### config.mk
export PLATFORM = sky130hd
export DESIGN_NAME = mul_sequencer
export DESIGN_NICKNAME = d
export VERILOG_FILES = /design/src/rtl/mul_sequencer.sv
export SDC_FILE = /design/constraint.sdc
export NUM_CORES = 1
export LEC_CHECK = 0
export CELL_PAD_IN_SITES_DETAIL_PLACEMENT = 1
export CELL_PAD_IN_SITES_GLOBAL_PLACEMENT = 1
export CORE_ASPECT_RATIO = 0.75
export CORE_MARGIN = 2
export CORE_UTILIZATION = 38
export CTS_BUF_LIST = sky130_fd_sc_hd__clkbuf_8
export DETAILED_ROUTE_END_ITERATION = 10
export GPL_ROUTABILITY_DRIVEN = 0
export GPL_TIMING_DRIVEN = 1
export PLACE_DENSITY_LB_ADDON = 0.1
export REMOVE_ABC_BUFFERS = 1
export SYNTH_ARGS = -nofsm -noshare
export SYNTH_HDL_FRONTEND = slang
export SYNTH_SLANG_ARGS = --single-unit
### constraint.sdc
create_clock -name clk -period 5.02 [get_ports clk]
set_input_delay 0.753 -clock clk [delete_from_list [all_inputs] [get_ports clk]]
set_output_delay 0.753 -clock clk [all_outputs]
set_load 0.01 [all_outputs]
### src/rtl/mul_sequencer.sv
// Iterative shift-add multiplier sequencer for the MUL/MLA/MLS path.
// Holds the CPU in EXEC1 via stall and pulses exec2 when mulresult is valid.
module mul_sequencer #(
    parameter int WIDTH  = 16,
    parameter int SIGNED = 1
) (
    input  logic               clk,
    input  logic               rstn,
    input  logic               start,
    input  logic [5:0]         opcode,
    input  logic               flush,
    input  logic [WIDTH-1:0]   mul1,
    input  logic [WIDTH-1:0]   mul2,
    output logic               busy,
    output logic               stall,
    output logic               exec2,
    output logic [5:0]         op_tag,
    output logic [2*WIDTH-1:0] mulresult
);

    localparam int PW = 2 * WIDTH;
    localparam int CW = $clog2(WIDTH) + 1;

    typedef enum logic [1:0] {
        IDLE,
        RUN,
        FIX,
        DONE
    } state_t;

    state_t         state;
    state_t         state_nx;
    logic [CW-1:0]  count;
    logic [WIDTH-1:0] mcand;
    logic [WIDTH-1:0] mplier;
    logic [PW-1:0]  acc;
    logic           neg;
    logic           mul_op;
    logic           launch;
    logic           last_bit;

    function automatic logic [WIDTH-1:0] mag(input logic [WIDTH-1:0] v);
        // -2^(W-1) maps onto itself, which is the correct unsigned magnitude
        if (SIGNED != 0 && v[WIDTH-1])
            return -v;
        return v;
    endfunction

    always_comb begin
        mul_op   = (opcode == 6'b011100) || (opcode == 6'b011101) ||
                   (opcode == 6'b011110);
        launch   = (state == IDLE) && start && mul_op && !flush;
        last_bit = (count == CW'(WIDTH - 1));
    end

    always_comb begin
        state_nx = state;
        exec2    = 1'b0;
        unique case (state)
            IDLE: if (launch) state_nx = RUN;
            RUN: begin
                if (flush)
                    state_nx = IDLE;
                else if (last_bit)
                    state_nx = FIX;
            end
            FIX:  state_nx = flush ? IDLE : DONE;
            DONE: begin
                state_nx = IDLE;
                exec2    = !flush;
            end
        endcase
        busy  = (state != IDLE);
        stall = busy && !exec2;
    end

    always_ff @(posedge clk or negedge rstn) begin
        if (!rstn) begin
            state     <= IDLE;
            count     <= '0;
            mcand     <= '0;
            mplier    <= '0;
            acc       <= '0;
            neg       <= 1'b0;
            op_tag    <= '0;
            mulresult <= '0;
        end else begin
            state <= state_nx;
            if (launch) begin
                op_tag <= opcode;
                mcand  <= mag(mul1);
                mplier <= mag(mul2);
                neg    <= (SIGNED != 0) && (mul1[WIDTH-1] ^ mul2[WIDTH-1]);
                acc    <= '0;
                count  <= '0;
            end else if (state == RUN && !flush) begin
                if (mplier[0])
                    acc <= acc + (PW'(mcand) << count);
                mplier <= mplier >> 1;
                count  <= count + 1'b1;
            end else if (state == FIX && !flush) begin
                mulresult <= neg ? -acc : acc;
            end
        end
    end

endmodule

# Yosys cells after proc, flatten, opt, wreduce, memory -nomap -nowiden

Index checks and enable logic that the tools add are counted.

Bitwise operators: 3
Add/sub/neg operators: 5
Shift-type cells: 1
Eq/ne operators: 9
Muxes and demuxes: 22
Reductions and logical operators: 17

Operators with widths:

| kind                                                             | number |
|---|---|
| 32-bit two-way mux                                               | 4 |
| 16-bit two-way mux                                               | 6 |
| 32-bit adder                                                     | 1 |
| 16-bit negation                                                  | 2 |
| 32-bit negation                                                  | 1 |
| 16-bit by 5-bit << shifter with 32-bit output                    | 1 |
| 6-bit by 5-bit == test with 1-bit output (second input constant) | 3 |
| 5-bit two-way mux                                                | 2 |
| 2-bit two-way mux                                                | 4 |
| 2-bit one-hot mux with 4 select lines                            | 1 |
| 1-bit logical AND                                                | 6 |
| 2-bit nonzero test                                               | 3 |
| 5-bit by 1-bit adder with 5-bit output (second input constant)   | 1 |
| 5-bit by 4-bit == test with 1-bit output (second input constant) | 1 |
| 1-bit two-way mux                                                | 5 |
| 2-bit == test (second input constant)                            | 2 |
| 2-bit AND reduction                                              | 2 |
| 3-bit != test (second input constant)                            | 1 |
| 3-bit AND reduction                                              | 1 |
| 2-bit by 1-bit == test with 1-bit output (second input constant) | 1 |
| 1-bit zero test                                                  | 2 |
| 2-bit zero test                                                  | 1 |
| 1-bit logical OR                                                 | 2 |
| 2-bit != test (second input constant)                            | 1 |
| 2 further kinds                                                  | 3 |

Bits in registers: 110
Output and inout port bits: 41
Bits of input ports: 42

# Depth between registers and ports, before layout

Depth in word-level cells: 8
Gate-level depth with buffers: 20
Gate-level depth less buffers: 17

# Worst setup path after synthesis

OpenSTA, ideal clock, no wires.

Path type: register -> register
Start point: register count[0]
End point: register acc[26]
Library setup time: 83 ps
Stages on the path, launching flop included: 19
Arrival time: 4188 ps
Slack: 749 ps
Required time: 4937 ps
Buffers on the path: 3
Cell sequence: dfrtp_1 > clkbuf_1 > buf_1 > clkbuf_1 > mux2i_1 > a21oi_1 > nand2_1 > o21ai_0 > o21ai_0 > nor2_1 > ha_1 > and4_1 > o2111a_1 > a221oi_1 > o32ai_1 > a211oi_1 > o21ai_0 > xnor2_1 > o21ai_0

Longest elaborated chain between the ends: 5

Ends and longest elaborated chain:

| item                                          | RTL line | RTL |
|---|---|---|
| start: declaration                            | 33       | `logic [CW-1:0] count;` |
| start signal: assignment                      | 100      | `count <= count + 1'b1;` |
| 16-bit by 5-bit << shifter with 32-bit output | 98       | `acc <= acc + (PW'(mcand) << count);` |
| 32-bit adder                                  | 98       |  |
| 32-bit two-way mux                            | 97       | `if (mplier[0])` |
| 32-bit two-way mux                            | 96       | `end else if (state == RUN && !flush) begin` |
| 32-bit two-way mux                            | 89       | `if (launch) begin` |
| end signal: assignment                        | 98       |  |
| end: declaration                              | 36       | `logic [PW-1:0] acc;` |

No other way between the ends. The select of a mux whose other input is x is not followed.
A chain may end at the register's enable or synchronous reset.

# Worst setup path after layout

Start point: register count[0]
End point: register acc[22]

The elaborated chain is that of the path after synthesis.

==> flow_metrics.tcl <==
set metrics [dict create \
    outcome "finished, final reports clean" \
    seqPwrFrac_pct 37.5 \
    synth_edf_count 0 \
    p_leak_nw 4.087 \
    clock-sinks 110 \
    start_util_pct 38.69 \
    core-area_sq_mm 0.02112 \
    hold-worst-slack_ps 170.3 \
    p_sw_mw 1.214 \
    design_area_sq_mm 0.009429 \
    drtAntennaViolNets 0 \
    yosys_warnings 0 \
    rsz0062_at_grt "false" \
    io_buffers 82 \
    worstRegToRegCells 17 \
    start_kind "flip-flop" \
    setup_violations 0 \
    switching_share_pct 40.60 \
    area_growth_pct 15.37 \
    synth_cell_types 71 \
    place_area_sq_mm 0.009248 \
    ys_seq_area_share_pct 33.68 \
    cts_tree "built" \
    drc 0 \
    num_vias 7255 \
    syn_area_per_cell_sq_um 8.230 \
    dpl_worst_slack_ps 698.1 \
    worstReg2RegStart "count[0]" \
    final_util_pct 44.64 \
    diodes 0 \
    grt_pass1_wl_um 38190 \
    rr_endpoint "acc[22]" \
    rows 46 \
    cap_violations 0 \
    dp_hpwl_um 16990 \
    via_per_inst 5.426 \
    clk_latency_ps 400 \
    cts_buffer_depth 2 \
    fin_ws_ps 601.1 \
    hp-class "in -> async" \
    finalCriticalPeriod_ps 4419 \
    crit_required_ps 5300 \
    finalHoldViolations 0 \
    pwr_density_cell_mw_per_mm2 317.2 \
    synth-seq-cells 110 \
    worstSetupPathType "reg -> reg" \
    grt_pass1_vias 7241 \
    p_comb_share_pct 44.7 \
    tns_ps 0 \
    max-slew-margin-rel_pct 36.98 \
    final_nets 1123 \
    worst_pin_slew_ps 945.3 \
    timing.final.crit_share_pct 88.03 \
    grt_max_degree 96 \
    cp_max_fo 13 \
    post_cts_buffers 0 \
    pwr-share-clk_pct 17.8 \
    wl_per_cell_um 16.92 \
    htreeDepth 3 \
    wirelength_um 22620 \
    path_clk_slew_ps 120 \
    skew_ps 16.44 \
    track_usage_pct 20.67 \
    dieHeight_um 131.0 \
    synthCells 993 \
    ios 83 \
    firstDrtPassIters 4 \
    synth_area_sq_mm 0.008173 \
    cts_hold_buf 0 \
    numCtsBuffers 9 \
    die_area_sq_mm 0.02271 \
    clock_tree.root_cell "clkbuf_8" \
    synthArstFlopShare_pct 100.0 \
    synth_top_flop_cell "dfrtp_1" \
    grt_overflow 0 \
    drtIter0Drc 417 \
    p_int_mw 1.777 \
    die_w_um 173.3 \
    ir_drop_mv 0.1325 \
    antenna_found_initial 0 \
    r2r_slack_ps 600 \
    worstSetupEndpointType "flip-flop" \
    arrival_ps 4700 \
    drive_gt1_share_pct 6.196 \
    drv_slew 0 \
    cts_resized 0 \
    fmax_mhz 226.3 \
]
==> power by group through the flow <==
| stage | Sequential [mW] | Clock (mW) | Combinational, mW |
|---|---|---|---|
| floorplan | 1.17 | 0 | 0.851 |
| global route | 1.15 | 0.593 | 1.50 |
| global placement | 1.13 | 0 | 1.31 |
| CTS | 1.12 | 0.561 | 1.34 |
| detailed placement | 1.14 | 0 | 1.33 |
| finish | 1.12 | 0.533 | 1.34 |
==> placed cells by master (no fill, tap or decap), drive strengths merged, types with 14 or more instances in the layout <==
cell type and instances:
dfrtp 110, nand2b 17, mux2i 29, nand2 132
a21oi 76, clkdlybuf4s50 81, o31ai 20, ha 36
xor2 55, nand3 37, a31oi 14, nor2 89
inv 31, xnor2 29, buf 20, o21ai 87
==> metrics by stage <==
| stage | power [mW] | cells |
|---|---|---|
| floorplan | 2.022 | 932 |
| global placement | 2.446 | 1321 |
| detailed placement | 2.469 | 1321 |
| CTS | 3.023 | 1337 |
| global route | 3.235 | 1337 |
| finish | 2.991 | 1337 |
==> sequential cells by signal, indices dropped and copies added (netlist names) <==
| register | cells |
|---|---|
| acc | 32 |
| count | 5 |
| mcand | 16 |
| mplier | 16 |
| mulresult | 32 |
| neg | 1 |
| op_tag | 6 |
| state | 2 |
==> area by class of cell <==
type	instances	area, sq um
multi-input cells	794	5069
inverters	28	105.1
clock buffers	10	137.6
repair buffers	101	960.9
fillers	2563	11690
clock inverters	6	43.79
well taps	288	360.3
flip-flops and latches	110	2753
==> metal layers <==
metal | share of wire (%) | GRT usage (%) | up-vias | wire [um]
met3 | 2.9 | 3.212 | 14 | 646
met2 | 43 | 32.80 | 92 | 9787
met5 | 0 | 0 | - | 0
met1 | 53 | 30.04 | 3497 | 11970
met4 | 0.92 | 4.088 | 0 | 208
li1 | - | - | 3652 | -
==> synth_stat cells (10+ instances only) <==
cell	n	share of area (%)
a21oi_1	76	4.7
ha_1	36	5.5
xnor2_1	29	3.1
o41ai_1	10	1.1
nand2b_1	15	1.1
dfrtp_1	110	34
clkbuf_1	47	2.2
o22ai_1	11	0.84
inv_1	26	1.2
o21ai_0	86	5.3
mux2i_1	29	3.6
a31oi_1	14	1.1
nor2_1	89	4.1
o31ai_1	19	1.7
nand3_1	37	2.3
nand2_1	132	6.1
a21o_1	13	1.2
xor2_1	55	5.9
==> cell families after synthesis <==
family / count (synthesis) / share of synthesized area, %
compound gates: 278 / 21.16
xor+xnor: 84 / 9.002
fa+ha+maj: 37 / 5.756
buf+inv: 89 / 4.485
flops: 110 / 33.68
mux: 39 / 5.067
simple gates: 356 / 20.85
==> worst max-delay path by stage <==
stage,from,end,cells past startpoint
after floorplan,count[0],acc[26],13
after global placement,count[0],acc[30],17
after detailed placement,count[0],acc[30],17
after CTS,count[0],acc[22],17
after global routing,count[0],acc[22],15
final,count[0],acc[22],17
==> worst max-delay path, stage by stage (launching register included) <==
cell and delay [ps]:
dfrtp_1 650, mux2_2 430, nor2_1 90, a21oi_1 70, nand2_1 100, o21ai_0 150, o21ai_0 330, nor2_1 90
ha_1 390, and4_1 280, o2111a_1 150, a221oi_1 550, o32ai_1 210, a211oi_1 240, buf_4 180, o21ai_0 110
xnor2_1 190, o21ai_0 100
No activity file was read; power rests on OpenSTA's default activity.
==> variant (same settings) <==
Change the parameter `SIGNED` from 1 to 0.
--- a/src/rtl/mul_sequencer.sv
+++ b/src/rtl/mul_sequencer.sv
@@ -4,3 +4,3 @@
     parameter int WIDTH  = 16,
-    parameter int SIGNED = 1
+    parameter int SIGNED = 0
 ) (
Function: same outputs for any inputs over 10 cycles, from zero or initial values and one cycle with rstn low; that may be too few to reach the edited logic, so the function may still have changed.
==> variant against the unedited design <==
Global-route usage is 0.16 points lower; highest routed layer unchanged; total power is 2.7% higher; synthesized area is 16% lower; die area is 16% lower; routed wire length is 17% lower; critical endpoint is now acc[31]$_DFFE_PN0P_; setup slack worse by 0.0030 ns; synthesized cell count is 23% lower; design area is 14% lower; via count is 20% lower; sequential cell count is 1 lower.
==> variant: results (changes against the unedited design) <==
worst_setup_path:
  crit_path_end: "acc[31]$_DFFE_PN0P_"
  r2r_cells: 15  # -2
  cp.arrival_ns: 4.71  # about the same
  critPathMaxFanout: 23  # +10
  max_stage_delay_ns: 0.70  # +0.05 ns
synthesis:
  synthAdderAreaFrac_pct: 6.32  # +0.57 points
  synth_area_leaders: "dfrtp_1, nand2_1, mux2_2"
  ys_seq_area_share_pct: 39.8  # +6.2 points
  ys_types: 63  # -11%
  avgSynthCellArea_um2: 8.93  # +8.5%
  synth_xor_area_share_pct: 4.20  # -4.8 points
  synth_compound_area_share_pct: 16.3  # -4.9 points
  muxShareOfSynthArea_pct: 11.8  # +6.7 points
pwr:
  peakVddDrop_v: 0.000172  # +30%
  power.leakage_nw: 3.70  # -9.4%
  comb-power_mw: 1.39  # +4%
grt:
  grt_use_total_pct: 20.5  # -0.16 points
  grt_pass1_vias: 5979  # -17%
worst_hold_path:
  hp-class: "reg2reg"
cells_and_area:
  final_cells: 1076  # -20%
  drive_above_1_share_pct: 9.95  # +3.8 points
timing:
  skew_ns: 0.0138  # -0.00261 ns
  slew_headroom_pct: 36.3  # -0.72 points
detailed_routing:
  vias_per_cell: 5.39  # -0.59%
  totalWireLength_um: 18700  # -17%
placement:
  hpwl_um: 14100  # -17%
status:
  status: "finished, final reports clean"
-- variant: cell types whose count changed after synthesis, sizes merged, moves of 9 or more --
cell,delta
a31oi,-10
xor2,-46
o31ai,-19
nor2,-40
a21oi,-37
mux2,+31
o21ai,-11
nand2,+18
inv,-12
clkbuf,-17
o41ai,-9
nand3,-10
or4,-10
-- variant: routing by layer --
layer	track usage (%)	share of wire [%]	wire length, um
met2	32.6	45	8340
met5	0	0	0
met4	4.15	0.96	179
met3	3.64	4.8	892
met1	29.6	50	9270
-- variant: through the flow --
step / power, mW / util, %
after floorplan: 2.01 / -
after global placement: 2.42 / 44.7
after detailed placement: 2.45 / 44.7
after CTS: 3.09 / 46.0
after global routing: 3.29 / 46.0
final: 3.07 / 46.0
-- variant: cell type report --
cell class                 instances  share of cell area, %
multi-input combinational        598                   47.8
clock inverter                     6                   1.16
clock buffer                      10                   1.70
inverter                          16                  0.740
sequential                       109                   33.6
tap                              242                   3.73
timing repair buffer              95                   11.3
